==> src/rtl/adc_pack_pkg.sv <==
// Shared field layout for the ADC pack/unpack datapaths.
// Word layout, MSB first: dch1 | pad1 | dch2 | pad2.
package adc_pack_pkg;

   localparam int CH_W   = 6;
   localparam int PAD_W  = 2;
   localparam int WORD_W = 2 * (CH_W + PAD_W);

   localparam int DCH1_MSB = WORD_W - 1;
   localparam int DCH1_LSB = DCH1_MSB - CH_W + 1;
   localparam int PAD1_MSB = DCH1_LSB - 1;
   localparam int PAD1_LSB = PAD1_MSB - PAD_W + 1;
   localparam int DCH2_MSB = PAD1_LSB - 1;
   localparam int DCH2_LSB = DCH2_MSB - CH_W + 1;
   localparam int PAD2_MSB = DCH2_LSB - 1;
   localparam int PAD2_LSB = 0;

   typedef struct packed {
      logic [CH_W-1:0] dch1;
      logic [CH_W-1:0] dch2;
   } sample_pair_t;

endpackage

==> src/rtl/dco_skid2.sv <==
// Two-entry skid buffer: a head (output) register plus one skid entry.
// The writer must not push when occupancy is 2 unless it pops in the same cycle;
// occupancy is exported so the writer can run a credit scheme on it.
module dco_skid2 #(
   parameter int W = 12
) (
   input  logic         dco,
   input  logic         rst_n,
   input  logic         in_valid,
   input  logic [W-1:0] in_data,
   input  logic         out_ready,
   output logic         out_valid,
   output logic [W-1:0] out_data,
   output logic [1:0]   occupancy
);

   logic [W-1:0] head_r;
   logic [W-1:0] tail_r;
   logic [1:0]   occ_r;
   logic [W-1:0] head_n_s;
   logic [W-1:0] tail_n_s;
   logic [1:0]   occ_n_s;
   logic         pop_s;

   assign pop_s = (occ_r != 2'd0) && out_ready;

   // Next-state: strict FIFO order, the skid entry refills the head on pop
   always_comb begin
      head_n_s = head_r;
      tail_n_s = tail_r;
      occ_n_s  = occ_r;
      case ({in_valid, pop_s})
         2'b01: begin
            if (occ_r == 2'd2) begin
               head_n_s = tail_r;
               occ_n_s  = 2'd1;
            end else begin
               occ_n_s  = 2'd0;
            end
         end
         2'b10: begin
            if (occ_r == 2'd0) begin
               head_n_s = in_data;
               occ_n_s  = 2'd1;
            end else begin
               tail_n_s = in_data;
               occ_n_s  = 2'd2;
            end
         end
         2'b11: begin
            if (occ_r == 2'd2) begin
               head_n_s = tail_r;
               tail_n_s = in_data;
               occ_n_s  = 2'd2;
            end else begin
               head_n_s = in_data;
               occ_n_s  = 2'd1;
            end
         end
         default: begin
            occ_n_s = occ_r;
         end
      endcase
   end

   // Storage registers
   always_ff @(posedge dco or negedge rst_n) begin
      if (!rst_n) begin
         head_r <= {W{1'b0}};
         tail_r <= {W{1'b0}};
         occ_r  <= 2'd0;
      end else begin
         head_r <= head_n_s;
         tail_r <= tail_n_s;
         occ_r  <= occ_n_s;
      end
   end

   assign out_valid = (occ_r != 2'd0);
   assign out_data  = head_r;
   assign occupancy = occ_r;

endmodule

==> src/rtl/adc_unpack_stream.sv <==
// Unpacks 16-bit words from a standard (non-FWFT) host-to-FPGA FIFO into
// dch1/dch2 sample pairs on a valid/ready stream, one word per clock.
// Optional build macro PAD_CHECK_EN: flags and counts words with nonzero pad bits.
module adc_unpack_stream #(
   parameter int CH_W  = adc_pack_pkg::CH_W,
   parameter int PAD_W = adc_pack_pkg::PAD_W,
   parameter int CNT_W = 16
) (
   input  logic                      dco,
   input  logic                      rst_n,
   input  logic [2*(CH_W+PAD_W)-1:0] fifo_dout,
   input  logic                      fifo_empty,
   output logic                      fifo_rd_en,
   output logic [CH_W-1:0]           dch1,
   output logic [CH_W-1:0]           dch2,
   output logic                      out_valid,
   input  logic                      out_ready,
   input  logic                      cnt_clr,
   output logic [CNT_W-1:0]          underrun_cnt,
   output logic                      pad_err,
   output logic [CNT_W-1:0]          pad_err_cnt
);

   localparam int WORD_W = 2 * (CH_W + PAD_W);
   localparam int PAIR_W = 2 * CH_W;
   localparam logic [CNT_W-1:0] CNT_MAX = {CNT_W{1'b1}};
   localparam logic [CNT_W-1:0] CNT_ONE = {{(CNT_W-1){1'b0}}, 1'b1};

   logic              inflight_r;
   logic              rd_arm_r;
   logic              started_r;
   logic [CNT_W-1:0]  underrun_r;
   logic [1:0]        occ_s;
   logic              pop_s;
   logic              rd_en_s;
   logic [2:0]        credit_s;
   logic [2:0]        limit_s;
   logic [PAIR_W-1:0] cap_pair_s;
   logic [PAIR_W-1:0] out_pair_s;

   assign cap_pair_s = {fifo_dout[WORD_W-1 -: CH_W], fifo_dout[CH_W+PAD_W-1 -: CH_W]};

   dco_skid2 #(
      .W (PAIR_W)
   ) u_skid (
      .dco       (dco),
      .rst_n     (rst_n),
      .in_valid  (inflight_r),
      .in_data   (cap_pair_s),
      .out_ready (out_ready),
      .out_valid (out_valid),
      .out_data  (out_pair_s),
      .occupancy (occ_s)
   );

   assign dch1  = out_pair_s[PAIR_W-1 -: CH_W];
   assign dch2  = out_pair_s[CH_W-1:0];
   assign pop_s = out_valid && out_ready;

   // Read credit: stored + in-flight words after this cycle's pop must stay below 2
   always_comb begin
      credit_s = {1'b0, occ_s} + {2'b00, inflight_r};
      limit_s  = 3'd2 + {2'b00, pop_s};
      if (rd_arm_r && !fifo_empty && (credit_s < limit_s)) begin
         rd_en_s = 1'b1;
      end else begin
         rd_en_s = 1'b0;
      end
   end

   assign fifo_rd_en = rd_en_s;

   // Read pipeline tracking; rd_arm_r keeps the strobe low while reset is held
   always_ff @(posedge dco or negedge rst_n) begin
      if (!rst_n) begin
         inflight_r <= 1'b0;
         rd_arm_r   <= 1'b0;
         started_r  <= 1'b0;
      end else begin
         inflight_r <= rd_en_s;
         rd_arm_r   <= 1'b1;
         started_r  <= started_r | pop_s;
      end
   end

   // Saturating underrun counter: consumer ready but nothing to give after the stream started
   always_ff @(posedge dco or negedge rst_n) begin
      if (!rst_n) begin
         underrun_r <= {CNT_W{1'b0}};
      end else if (cnt_clr) begin
         underrun_r <= {CNT_W{1'b0}};
      end else if (started_r && out_ready && !out_valid && (underrun_r != CNT_MAX)) begin
         underrun_r <= underrun_r + CNT_ONE;
      end
   end

   assign underrun_cnt = underrun_r;

`ifdef PAD_CHECK_EN
   logic             pad_err_r;
   logic [CNT_W-1:0] pad_cnt_r;
   logic             pad_hit_s;

   function automatic logic pad_nonzero(input logic [WORD_W-1:0] word);
      return (|word[CH_W+2*PAD_W-1 -: PAD_W]) | (|word[PAD_W-1:0]);
   endfunction

   assign pad_hit_s = inflight_r && pad_nonzero(fifo_dout);

   // Sticky pad-error flag and saturating pad-error count, checked on each captured word
   always_ff @(posedge dco or negedge rst_n) begin
      if (!rst_n) begin
         pad_err_r <= 1'b0;
         pad_cnt_r <= {CNT_W{1'b0}};
      end else if (cnt_clr) begin
         pad_err_r <= 1'b0;
         pad_cnt_r <= {CNT_W{1'b0}};
      end else if (pad_hit_s) begin
         pad_err_r <= 1'b1;
         if (pad_cnt_r != CNT_MAX) begin
            pad_cnt_r <= pad_cnt_r + CNT_ONE;
         end
      end
   end

   assign pad_err     = pad_err_r;
   assign pad_err_cnt = pad_cnt_r;
`else
   logic pad_unused_s;
   assign pad_unused_s = ^{fifo_dout[CH_W+2*PAD_W-1 -: PAD_W], fifo_dout[PAD_W-1:0]};
   assign pad_err      = 1'b0;
   assign pad_err_cnt  = {CNT_W{1'b0}};
`endif

endmodule

==> config.mk <==
export PLATFORM = sky130hd
export DESIGN_NAME = adc_unpack_stream
export DESIGN_NICKNAME = d
export VERILOG_FILES = /design/src/rtl/adc_pack_pkg.sv /design/src/rtl/dco_skid2.sv /design/src/rtl/adc_unpack_stream.sv
export SDC_FILE = /design/constraint.sdc
export NUM_CORES = 1
export LEC_CHECK = 0
export CORE_UTILIZATION = 25
export CTS_CLUSTER_DIAMETER = 200
export DETAILED_ROUTE_END_ITERATION = 16
export SLEW_MARGIN = 20
export SYNTH_ARGS = -nofsm -noshare
export SYNTH_HDL_FRONTEND = slang
export SYNTH_SLANG_ARGS = --single-unit
export TNS_END_PERCENT = 30
==> constraint.sdc <==
create_clock -name dco -period 4.1 [get_ports dco]
set_input_delay 0.41 -clock dco [delete_from_list [all_inputs] [get_ports dco]]
set_output_delay 0.41 -clock dco [all_outputs]
set_load 0.01 [all_outputs]
# [After elaboration in Yosys (flattened, before gate mapping)]
# Cells that the tools add are included.
# Widths: inputs -> output; s select.
[word_totals] reg_bits=45 in_bits=21 out_inout_bits=47 elab_cells=50
[op_classes] add_sub_neg=3 n_lt_le_gt_ge=1 n_eq_ne=9 n_mux=14 bitwise_logic=1 n_reduce_logical=15
[op_table] op="$mux 12" count=5
[op_table] op="$pmux 12 s3" count=1
[op_table] op="$mux 16" count=2
[op_table] op="$pmux 12 s2" count=1
[op_table] op="$add 16x1->16 const B" count=1
[op_table] op="$ne 16x16->1 const B" count=1
[op_table] op="$eq 2x2->1 const B" count=3
[op_table] op="$logic_and 1x1->1" count=6
[op_table] op="$ne 2x1->1 const B" count=3
[op_table] op="$pmux 2 s3" count=1
[op_table] op="$reduce_and 3->1" count=2
[op_table] op="$reduce_bool 2->1" count=3
[op_table] op="$mux 2" count=2
[op_table] op="$add 2x1->3" count=1
[op_table] op="$add 2x1->3 const A" count=1
[op_table] op="$lt 3x3->1" count=1
[op_table] op="$reduce_bool 3->1" count=1
[op_table] op="$eq 2x1->1 const B" count=1
[op_table] op="$logic_not 1->1" count=2
[op_table] op="$logic_not 2->1" count=1
[op_table] op="$mux 1" count=2
[op_table] op="$ne 2x2->1 const B" count=1
[op_table] op="$or 1x1->1" count=1

# [Depth between registers and ports, before layout]
# Gate-level depths: netlist of run 1.
[logic_depth] word_depth=6 depth_mapped=6 depth_no_buf=5

# [Cells and area by module]
# A second synthesis of run 1 with hierarchy kept.
[unflattened] cells_unflattened=242 area_unflattened_um2=2575.0
[by_module_without_submodules] module="dco_skid2" n_inst=1 cells_per_inst=119 area_per_inst_um2=1430.1 seq_area_each_um2=650.6
[by_module_without_submodules] module="adc_unpack_stream" n_inst=1 cells_per_inst=123 area_per_inst_um2=1144.8 seq_area_each_um2=475.5

# [Worst setup path before layout of run 1]
# No wires, ideal clock.
[synth_timing] kind="in2reg" from="input out_ready" to="register underrun_r[13] (netlist: underrun_cnt[13])" setup_ps=78 t_arrival_ps=1681 t_required_ps=4022 slack_ps=2341 path_stages=6 path_buffers=2 path_cell_list="buf_2 -> and4bb_1 -> buf_6 -> nand4_4 -> or4_1 -> a21oi_1"
[synth_between] elab_chain_cells=4
[synth_lines] item="start: declaration" line="adc_unpack_stream.sv:17" source="input logic out_ready,"
[synth_lines] item="$logic_and 1x1->1 (3 in a row)" line="adc_unpack_stream.sv:92" source="end else if (started_r && out_ready && !out_valid && (underrun_r != CNT_MAX)) begin"
[synth_lines] item="$reduce_bool 2->1 (no source line)"
[synth_lines] item="end signal: assignment" line="adc_unpack_stream.sv:89" source="underrun_r <= {CNT_W{1'b0}};"
[synth_lines] item="end signal: assignment" line="adc_unpack_stream.sv:91" source="underrun_r <= {CNT_W{1'b0}};"
[synth_lines] item="end signal: assignment" line="adc_unpack_stream.sv:93" source="underrun_r <= underrun_r + CNT_ONE;"
[synth_lines] item="end: declaration" line="adc_unpack_stream.sv:32" source="logic [CNT_W-1:0] underrun_r;"
# Every way passes these cells.
# A chain may end at the register's enable or synchronous reset.

# [Final worst setup path of run 1]
[layout_timing] from="register u_skid.occ_r[0] (netlist: u_skid.occupancy[0])" to="output fifo_rd_en"
[layout_between] elab_chain_cells=6 elab_cells_between_ends=7 classes_between="add/sub (2); order compare (1); mux (1); reduce/logical (3)"
[layout_lines] item="start: declaration" line="dco_skid2.sv:19" source="logic [1:0] occ_r;"
[layout_lines] item="start signal: assignment" line="dco_skid2.sv:75" source="occ_r <= occ_n_s;"
[layout_lines] item="$reduce_bool 2->1" line="dco_skid2.sv:79" source="assign out_valid = (occ_r != 2'd0);"
[layout_lines] item="$logic_and 1x1->1" line="adc_unpack_stream.sv:58" source="assign pop_s = out_valid && out_ready;"
[layout_lines] item="$add 2x1->3" line="adc_unpack_stream.sv:63" source="limit_s = 3'd2 + {2'b00, pop_s};"
[layout_lines] item="$lt 3x3->1 (*)" line="adc_unpack_stream.sv:64" source="if (rd_arm_r && !fifo_empty && (credit_s < limit_s)) begin"
[layout_lines] item="$logic_and 1x1->1 (*)" line="adc_unpack_stream.sv:64"
[layout_lines] item="$mux 1 (*)" line="adc_unpack_stream.sv:64"
[layout_lines] item="end: declaration" line="adc_unpack_stream.sv:13" source="output logic fifo_rd_en,"
# Mark *: on every way between the ends. The rest lies on a longest branch, timed or not.

==> results of run 1 <==
-- cells in the final DEF, fill, tap and decap left out, drive strengths merged, types with 3 or more instances in the layout --
master         instances
nand2                 23
o31ai                  5
and4                   3
o21ai                 16
mux2i                 15
mux2                  17
dfrtp                 45
nand4                  6
nor2b                  4
or4                    6
nand3                  8
ha                     3
a21oi                 12
nor2                   9
o41ai                  3
conb                  18
clkdlybuf4s50         45
inv                    5
clkbuf                 5
-- metal layers --
layer | vias up | track usage (%) | routed length, um
met4 | 0 | 2.60 | 23
met3 | 2 | 3.02 | 227
met5 | - | 0 | 0
met2 | 51 | 17.7 | 2430
li1 | 869 | - | -
met1 | 849 | 14.0 | 2310
-- stage by stage --
step           hold WS [ns]  util (%)  setup WS [ns]
2_1_floorplan         0.114         -           2.34
3_3_place_gp          0.449      31.3           1.52
3_5_place_dp          0.454      31.3           1.44
4_1_cts               0.348      32.2           1.57
5_1_grt               0.159      32.3           1.45
6_report              0.124      32.3           1.62
-- final timing paths --
kind / startpoint / end / slack, ns / cells after the start
worst max-delay path: u_skid.occupancy[0] / fifo_rd_en / 1.62 / 5
worst min-delay path: rst_n / started_r / 0.12 / 1
worst max register to register: u_skid.occupancy[0] / underrun_cnt[13] / 1.99 / 4
worst min register to register: started_r / started_r / 0.47 / 1
max in group asynchronous: rst_n / u_skid.tail_r[6] / 3.58 / 1
min in group dco: started_r / started_r / 0.47 / 1
-- state kept, by name (all words and copies together), names as in the netlist --
register and cells:
u_skid.occupancy 2, inflight_r 1, rd_arm_r 1, started_r 1, underrun_cnt 16, u_skid.tail_r 12, u_skid.out_data 12
-- kinds of logic after synthesis --
kind of cell / after synthesis / synth area share (%)
AOI/OAI and AO/OA: 43 / 11.1
xor gates and xnor gates: 1 / 0.367
adders and majority gates: 3 / 1.57
buffers and inverters: 32 / 8.54
DFF: 45 / 47.2
muxes: 32 / 14.3
other: 2 / 0.315
and+or+nand+nor: 69 / 16.6
-- power by group through the flow --
stage                     registers (W)  logic, W  clock network (W)
final                          0.000655  0.000460           0.000271
after global routing           0.000674  0.000516           0.000308
after CTS                      0.000656  0.000471           0.000293
after detailed placement       0.000663  0.000472                  0
after global placement         0.000659  0.000460                  0
after floorplan                0.000666  0.000277                  0
-- layout make-up --
cell class | instances | area [sq um]
well taps | 129 | 161
fillers | 954 | 6260
multi-input cells | 166 | 1120
flip-flops and latches | 45 | 1130
clock inverters | 2 | 16.3
repair buffers | 47 | 465
inverters | 5 | 18.8
clock buffers | 5 | 68.8
==> results.tsv, run 1 <==
stage	metric	value	unit
outcome	status	finished clean	
logic_synthesis	most frequent cell after synthesis	dfrtp_1	
timing	worst rel slew slack	40.0	%
pwr	Int Pwr	0.000948	W
clock_network	# resized after CTS	0	
finish	number of diodes	0	
timing	Worst Max-Slew Pin Slew	0.899	ns
placement	placed cells	392	
die	die area	0.00994	sq mm
die	starting density of the core	25.8	%
clock_network	worst skew pair latency	0.29	ns
critical_path	WP data arrival	2.07	ns
clock_network	setup bufs post-CTS	0	
timing	Final period util	60.5	%
timing	unrepaired setup endpoints after global routing	false	
routing	routed len/inst	12.5	um
timing	Pins Over Slew Limit	0	
critical_path	Crit Path Class	reg2out	
timing	Max Fclk	403	MHz
clock_network	TritonCTS clock tree	yes	
routing	DRC viols	0	
logic_synthesis	Mapped Area	0.00239	sq mm
grt	Total Routing Usage GR	10.8	%
logic_synthesis	average size of a mapped cell	10.5	sq um
clock_network	Num CTS Buffers	5	
critical_path	CP peak stage delay	0.55	ns
critical_path	crit path cell chain	ha_1, ha_1, o21ai_0, and3_1, clkdlybuf4s50_1	
critical_path	CP top delay family	buffers and inverters	
critical_path	Startpoint Class	register	
pwr	Gate power share	33.2	%
routing	number of nets with antenna violations after routing	0	
logic_synthesis	number of register bits inferred by synthesis	45	
pwr	P_sw	0.000437	W
logic_synthesis	yosys warns	0	
critical_path	CP Capture Type	output pin	
timing	Final Hold Viols	0	
finish	layout cells sized above 1	10.4	%
timing	setup total negative slack	0	ns
critical_path	required time worst endpoint	3.69	ns
routing	Iteration-0 DRC Markers	81	
logic_synthesis	synth top area cells	dfrtp_1 (47%), mux2i_1 (6.3%), mux2_2 (6.1%)	
pwr	power per cell area	465	mW/mm^2
routing	DR pass1 iterations	4	
die	Horiz. Die Dim	99.7	um
timing	Min Clock Period, post-route	2.48	ns
logic_synthesis	Synth async-reset ratio	100	%
logic_synthesis	sequential share of the synthesized area	47.2	%
clock_network	# H-tree levels	2	
finish	Layout Cells excl Fill	399	
logic_synthesis	top cell type by total area after synthesis	dfrtp_1	
die	DIE HEIGHT	99.7	um
clock_network	hold_buf cts	0	
grt	number of global-route vias before repair	1735	
logic_synthesis	Synth Flop Type	dfrtp_1	
flow_run	Max Cap Viol	0	
grt	initial antenna violation count	0	
die	I/O Pins	68	
pwr	switching share of power	31.6	%
pwr	Sequential Power Share	47.3	%
logic_synthesis	Yosys top cell area share	47.2	%
routing	via density per instance	4.44	
routing	Vias	1771	
routing	Total Wirelength	4990	um
pwr	total power	0.00139	W
timing	skew final	0.0113	ns
min_path	Hold WC Path Type	in2async	
placement	Post-DP Area	0.00289	sq mm
clock_network	CTS root buffer	clkbuf_8	
finish	fin area	0.00298	sq mm
clock_network	Reg clk slew, reported paths	0.09	ns
pwr	Clk pwr share	19.5	%
placement	hpwl dp	3380	um
pwr	worst vdd ir	219	uV
critical_path	Most Frequent Cell on Critical Path	ha_1	
logic_synthesis	most instantiated cells after synthesis	dfrtp_1 (45), nand2_1 (23), buf_4 (17), mux2i_1 (15), o21ai_0 (15)	
logic_synthesis	Mapped Cells	227	
finish	synthesis-to-layout area growth	24.8	%
finish	fin nets	294	
placement	gpl congestion	0.765	
grt	first-pass GRT wire length	8630	um
clock_network	maximum clock path buffer count	2	
pwr	leak pwr	1.28	nW
die	core box area	0.00924	sq mm
critical_path	Critical-path top delay cell	clkdlybuf4s50_1	
logic_synthesis	Post-synth EDFFs	0	
logic_synthesis	Distinct cells, synth	40	
die	Placement Rows	35	
clock_network	count of clock tree sinks	45	
grt	largest net degree at the start of global routing	46	
grt	Congestion Overflow GR	0	
placement	Port Buffer Count	46	
critical_path	Bufs and invs on worst path	1	
critical_path	CP max FO	10	
timing	setup violators final	0	
Note: power is estimated with default switching activity, not from simulation.
==> inputs of run 2 (changes only) <==
- clock period: 4.1 -> 2.08 ns (I/O delays scaled with it)
==> run 2 against run 1 <==
Effect of this change:
- wire length is 2.0% higher
- first-iteration DRC count down 41%
- global-route usage rose by 0.20 points
- setup slack lost 1.5 ns
- design area up 3.4%
- register-to-register slack lost 1.8 ns
- count of clock-buffer cells in the layout unchanged
- combinational power increased by 110%
- utilization grew 1.1 points
- clock power grew 100%
- die area did not move
- final cell count grew 3.5%
- largest power group unchanged
==> results.tsv, run 2 (synthesized netlist as in run 1, its figures left out) <==
stage	metric	value	unit	change
timing	Pins Over Slew Limit	0		unchanged
timing	setup total negative slack	0	ns	unchanged
grt	Congestion Overflow GR	0		unchanged
grt	number of global-route vias before repair	1817		+4.7%
finish	max FFs per register	16		unchanged
placement	Port Buffer Count	46		unchanged
pwr	Int Pwr	0.00192	W	+100%
clock_network	CTS root buffer	clkbuf_8		
pwr	Clk pwr share	19.5	%	about the same
critical_path	CP max FO	7		-3
clock_network	Reg clk slew, reported paths	0.09	ns	about the same
finish	Layout Cells excl Fill	413		+3.5%
grt	Total Routing Usage GR	11.0	%	+0.20 points
critical_path	CP Capture Type	output pin		
timing	setup violators final	0		unchanged
grt	initial antenna violation count	0		unchanged
pwr	Sequential Power Share	45.3	%	-2.0 points
finish	most frequent cells in the layout	dfrtp_1 (45), clkdlybuf4s50_1 (44), nand2_1 (23)		
grt	largest net degree at the start of global routing	46		unchanged
clock_network	Num CTS Buffers	5		unchanged
timing	unrepaired setup endpoints after global routing	false		
min_path	Hold WC Path Type	in2async		
timing	Final Hold Viols	0		unchanged
critical_path	Startpoint Class	register		
routing	routed len/inst	12.3	um	-1.5%
critical_path	Crit Path Class	reg2out		
timing	Min Clock Period, post-route	1.95	ns	
pwr	worst vdd ir	481	uV	+120%
die	Horiz. Die Dim	99.7	um	unchanged
finish	number of diodes	0		unchanged
die	core box area	0.00924	sq mm	unchanged
finish	commonest non-fill, non-tap cell in the layout	dfrtp_1		
routing	DRC viols	0		unchanged
pwr	switching share of power	31.6	%	about the same
critical_path	required time worst endpoint	1.87	ns	-1.82 ns
clock_network	worst skew pair latency	0.29	ns	about the same
die	die area	0.00994	sq mm	unchanged
pwr	P_sw	0.000884	W	+100%
clock_network	maximum clock path buffer count	2		unchanged
timing	skew final	0.00635	ns	-0.00493 ns
die	DIE HEIGHT	99.7	um	unchanged
critical_path	WP data arrival	1.74	ns	-0.33 ns
finish	synthesis-to-layout area growth	29.0	%	
grt	first-pass GRT wire length	8740	um	+1.2%
timing	Final period util	93.7	%	
routing	via density per instance	4.44		about the same
placement	hpwl dp	3600	um	+6.6%
routing	Total Wirelength	5090	um	+2.0%
pwr	Gate power share	35.2	%	+2.0 points
flow_run	Max Cap Viol	0		unchanged
routing	Vias	1832		+3.4%
die	Placement Rows	35		unchanged
routing	number of nets with antenna violations after routing	0		unchanged
placement	placed cells	405		+3.3%
clock_network	TritonCTS clock tree	yes		
timing	Max Fclk	513	MHz	
die	I/O Pins	68		unchanged
finish	fin nets	307		+4.4%
finish	layout cells sized above 1	14.8	%	+4.4 points
routing	DR pass1 iterations	4		unchanged
placement	gpl congestion	0.783		+2.4%
die	starting density of the core	25.8	%	unchanged
routing	Iteration-0 DRC Markers	48		-41%
timing	worst rel slew slack	59.2	%	+19 points
outcome	status	finished clean		
clock_network	hold_buf cts	0		unchanged
pwr	total power	0.00280	W	+100%
pwr	power per cell area	909	mW/mm^2	+96%
timing	Worst Max-Slew Pin Slew	0.612	ns	-0.287 ns
clock_network	count of clock tree sinks	45		unchanged
pwr	leak pwr	1.34	nW	+4.8%
clock_network	# H-tree levels	2		unchanged
## run 2: changes by cell type in the layout (fill, tap and decap cells not counted), sizes merged
cell / before / now
clkinv: 1 / 0
clkdlybuf4s50: 45 / 44
buf: 2 / 15
clkinvlp: 1 / 3
dlygate4sd2: 0 / 1
## run 2: path summary, 6_finish.rpt
| path | depth (start not counted) | startpoint | slack [ns] | end |
|---|---|---|---|---|
| worst min-delay path | 2 | rst_n | 0.003 | underrun_cnt[2] |
| worst max-delay path | 5 | u_skid.occupancy[1] | 0.13 | fifo_rd_en |
| worst min register to register | 1 | started_r | 0.47 | started_r |
| max in group asynchronous | 2 | rst_n | 1.66 | u_skid.out_data[3] |
| worst max register to register | 5 | underrun_cnt[0] | 0.21 | underrun_cnt[0] |
| min in group dco | 1 | started_r | 0.47 | started_r |
## run 2: power groups by stage
stage	clock network [W]	logic, W	registers [W]
global route	0.000628	0.00110	0.00131
global placement	0	0.000983	0.00128
finish	0.000545	0.000985	0.00127
detailed placement	0	0.00101	0.00129
CTS	0.000588	0.00100	0.00127
floorplan	0	0.000547	0.00131
## run 2: cell type report
class                           instances  area (sq um)
Fill cell                             965          6160
Sequential cell                        45          1130
Multi-Input combinational cell        166          1120
Timing Repair Buffer                   60           559
Tap cell                              129           161
Clock buffer                            5          68.8
Clock inverter                          3          22.5
Inverter                                5          18.8
## run 2: worst max-delay path, stage by stage (launching register included)
cell           delay [ns]
dfrtp_1              0.47
or2_2                0.35
nand2_1              0.10
o21ai_0              0.07
and3_1               0.17
dlygate4sd2_1        0.28
## run 2: metrics by stage
step                cell area, sq um  hold slack [ns]  worst slack [ns]  util, %
detailed placement              2990            0.348            0.0457     32.4
floorplan                       2450          -0.0876             0.327        -
global route                    3080           0.0455            0.0362     33.3
CTS                             3080           0.0194            0.0959     33.3
finish                          3080          0.00322             0.132     33.3
global placement                2990            0.342            0.0850     32.4
## run 2: what timing repair did
action | in CTS | in global routing
resized for setup | 1 | 0
endpoints found under the setup margin | 1 | 0
setup buffers | 0 | 0
endpoints found under the hold margin | 0 | 0
## run 2: routing by layer
metal,global-route usage [%],wire length [um],up-vias
met5,0,0,-
met4,2.38,10,0
met3,2.88,235,2
met2,18.9,2540,48
met1,13.8,2300,889
li1,-,-,893
==> inputs of run 3 (changes only) <==
- CORE_MARGIN: default -> 2
==> run 3 against run 2 <==
Effect of this change:
- register-to-register slack is essentially flat
- clock power grew 20%
- utilization grew 0.38 points
- via count grew 0.55%
- setup slack lost 0.00078 ns
- sequential power is essentially flat
- sequential share of layout area shrank 0.41 points
- clock skew shrank 0.0029 ns
- largest cell class unchanged
- final cell count is the same
- largest power group unchanged
- design area grew 1.1%
==> results.tsv, run 3 (synthesized netlist as in run 1, its figures left out) <==
stage	metric	value	unit	change
critical_path	r2r startpoint	underrun_cnt[7]		
finish	max FFs per register	16		unchanged
grt	initial antenna violation count	0		unchanged
clock_network	setup bufs post-CTS	0		unchanged
critical_path	CP max FO	7		unchanged
die	DIE HEIGHT	102	um	+2.0%
clock_network	Num CTS Buffers	5		unchanged
critical_path	CP Capture Type	output pin		
routing	Vias	1842		+0.55%
timing	Final period util	93.7	%	about the same
clock_network	TritonCTS clock tree	yes		
critical_path	R2R depth	4		-1
grt	Congestion Overflow GR	0		unchanged
pwr	total power	0.00292	W	+4.2%
min_path	Hold WC Path Type	in2async		
die	die area	0.0103	sq mm	+4.1%
clock_network	maximum clock path buffer count	2		unchanged
finish	most frequent cells in the layout	dfrtp_1 (45), clkdlybuf4s50_1 (44), nand2_1 (23)		
placement	hpwl dp	3870	um	+7.2%
flow_run	Max Cap Viol	0		unchanged
timing	Pins Over Slew Limit	0		unchanged
finish	fin nets	308		+0.33%
routing	DRC viols	0		unchanged
outcome	status	finished clean		
critical_path	reg-to-reg endpoint	underrun_cnt[0]		
grt	largest net degree at the start of global routing	25		-46%
die	I/O Pins	68		unchanged
die	Horiz. Die Dim	102	um	+2.0%
grt	first-pass GRT wire length	8470	um	-3.1%
critical_path	WP data arrival	1.74	ns	about the same
finish	synthesis-to-layout area growth	30.5	%	
die	core box area	0.00924	sq mm	unchanged
pwr	power per cell area	937	mW/mm^2	+3.1%
critical_path	Startpoint Class	register		
clock_network	# H-tree levels	2		unchanged
die	Placement Rows	35		unchanged
critical_path	r2r setup slk	0.22	ns	about the same
timing	Max Fclk	513	MHz	about the same
timing	unrepaired setup endpoints after global routing	false		
finish	layout cells sized above 1	14.4	%	-0.35 points
routing	via density per instance	4.46		+0.55%
finish	number of diodes	0		unchanged
clock_network	Reg clk slew, reported paths	0.09	ns	about the same
die	starting density of the core	25.8	%	unchanged
clock_network	worst skew pair latency	0.29	ns	about the same
placement	gpl congestion	0.769		-1.9%
timing	Min Clock Period, post-route	1.95	ns	+0.000781 ns
pwr	worst vdd ir	431	uV	-11%
timing	setup violators final	0		unchanged
timing	Worst Max-Slew Pin Slew	0.515	ns	-0.0964 ns
routing	number of nets with antenna violations after routing	0		unchanged
timing	setup total negative slack	0	ns	unchanged
critical_path	required time worst endpoint	1.87	ns	about the same
clock_network	count of clock tree sinks	45		unchanged
routing	routed len/inst	12.6	um	+2.6%
timing	worst rel slew slack	65.6	%	+6.4 points
routing	Total Wirelength	5220	um	+2.6%
finish	commonest non-fill, non-tap cell in the layout	dfrtp_1		
timing	skew final	0.00347	ns	-0.00288 ns
placement	Port Buffer Count	46		unchanged
pwr	leak pwr	1.37	nW	+2.1%
grt	number of global-route vias before repair	1782		-1.9%
clock_network	CTS root buffer	clkbuf_8		
routing	DR pass1 iterations	4		unchanged
grt	Total Routing Usage GR	10.4	%	-0.59 points
critical_path	Crit Path Class	reg2out		
timing	Final Hold Viols	0		unchanged
routing	Iteration-0 DRC Markers	41		-15%
-- run 3: changes by cell type in the layout (fill, tap and decap cells not counted), sizes merged --
cell,before,now
dlygate4sd3,0,1
clkinv,0,1
clkinvlp,3,0
bufinv,0,1
-- run 3: report_power, final --
part	leakage, nW	switching, W	total, W	internal (W)
sequential	0.576	0.000149	0.00127	0.00113
combinational	0.741	0.000428	0.000992	0.000564
clock	0.0540	0.000303	0.000652	0.000350
total	1.37	0.000879	0.00292	0.00204
-- run 3: worst max-delay path by stage --
stage	slack [ns]	to	cells after the start	from
after global placement	0.09	underrun_cnt[10]	6	out_ready
after floorplan	0.33	underrun_cnt[13]	6	u_skid.occupancy[0]
after CTS	0.1	fifo_rd_en	5	u_skid.occupancy[1]
final	0.13	fifo_rd_en	5	u_skid.occupancy[1]
after detailed placement	0.06	underrun_cnt[8]	6	out_ready
after global routing	0.04	fifo_rd_en	5	u_skid.occupancy[1]
-- run 3: timing repair --
| action | in CTS | in global routing |
|---|---|---|
| hold buffers | 1 | 0 |
| resized for setup | 1 | 0 |
| endpoints found under the setup margin | 1 | 0 |
| endpoints found under the hold margin | 20 | 0 |
-- run 3: per-layer routing --
layer  part of all wire (%)  track usage, %
met3                    5.4            3.04
met5                      0               0
met1                     45            12.9
met4                   0.61            2.29
met2                     49            17.9
-- run 3: stage by stage --
step | setup slack, ns | area, sq um | cells | utilization (%) | hold slack [ns]
after floorplan | 0.327 | 2450 | 243 | - | -0.0876
after global placement | 0.0948 | 3000 | 405 | 32.5 | 0.217
after detailed placement | 0.0567 | 3000 | 405 | 32.5 | 0.217
after CTS | 0.0989 | 3120 | 413 | 33.7 | 0.427
after global routing | 0.0384 | 3120 | 413 | 33.7 | 0.473
final | 0.131 | 3120 | 413 | 33.7 | 0.415
-- run 3: area by class of cell --
class / count / area, sq um
Multi-Input combinational cell: 166 / 1120
Tap cell: 129 / 161
Inverter: 5 / 18.8
Fill cell: 948 / 6120
Timing Repair Buffer: 61 / 582
Sequential cell: 45 / 1130
Clock buffer: 5 / 68.8
Clock inverter: 2 / 35.0
-- run 3: critical path, stage by stage, from the launching register on --
cell and delay (ns):
dfrtp_1 0.47, or2_2 0.35, nand2_1 0.10, o21ai_0 0.07, and3_1 0.18, dlygate4sd2_1 0.28
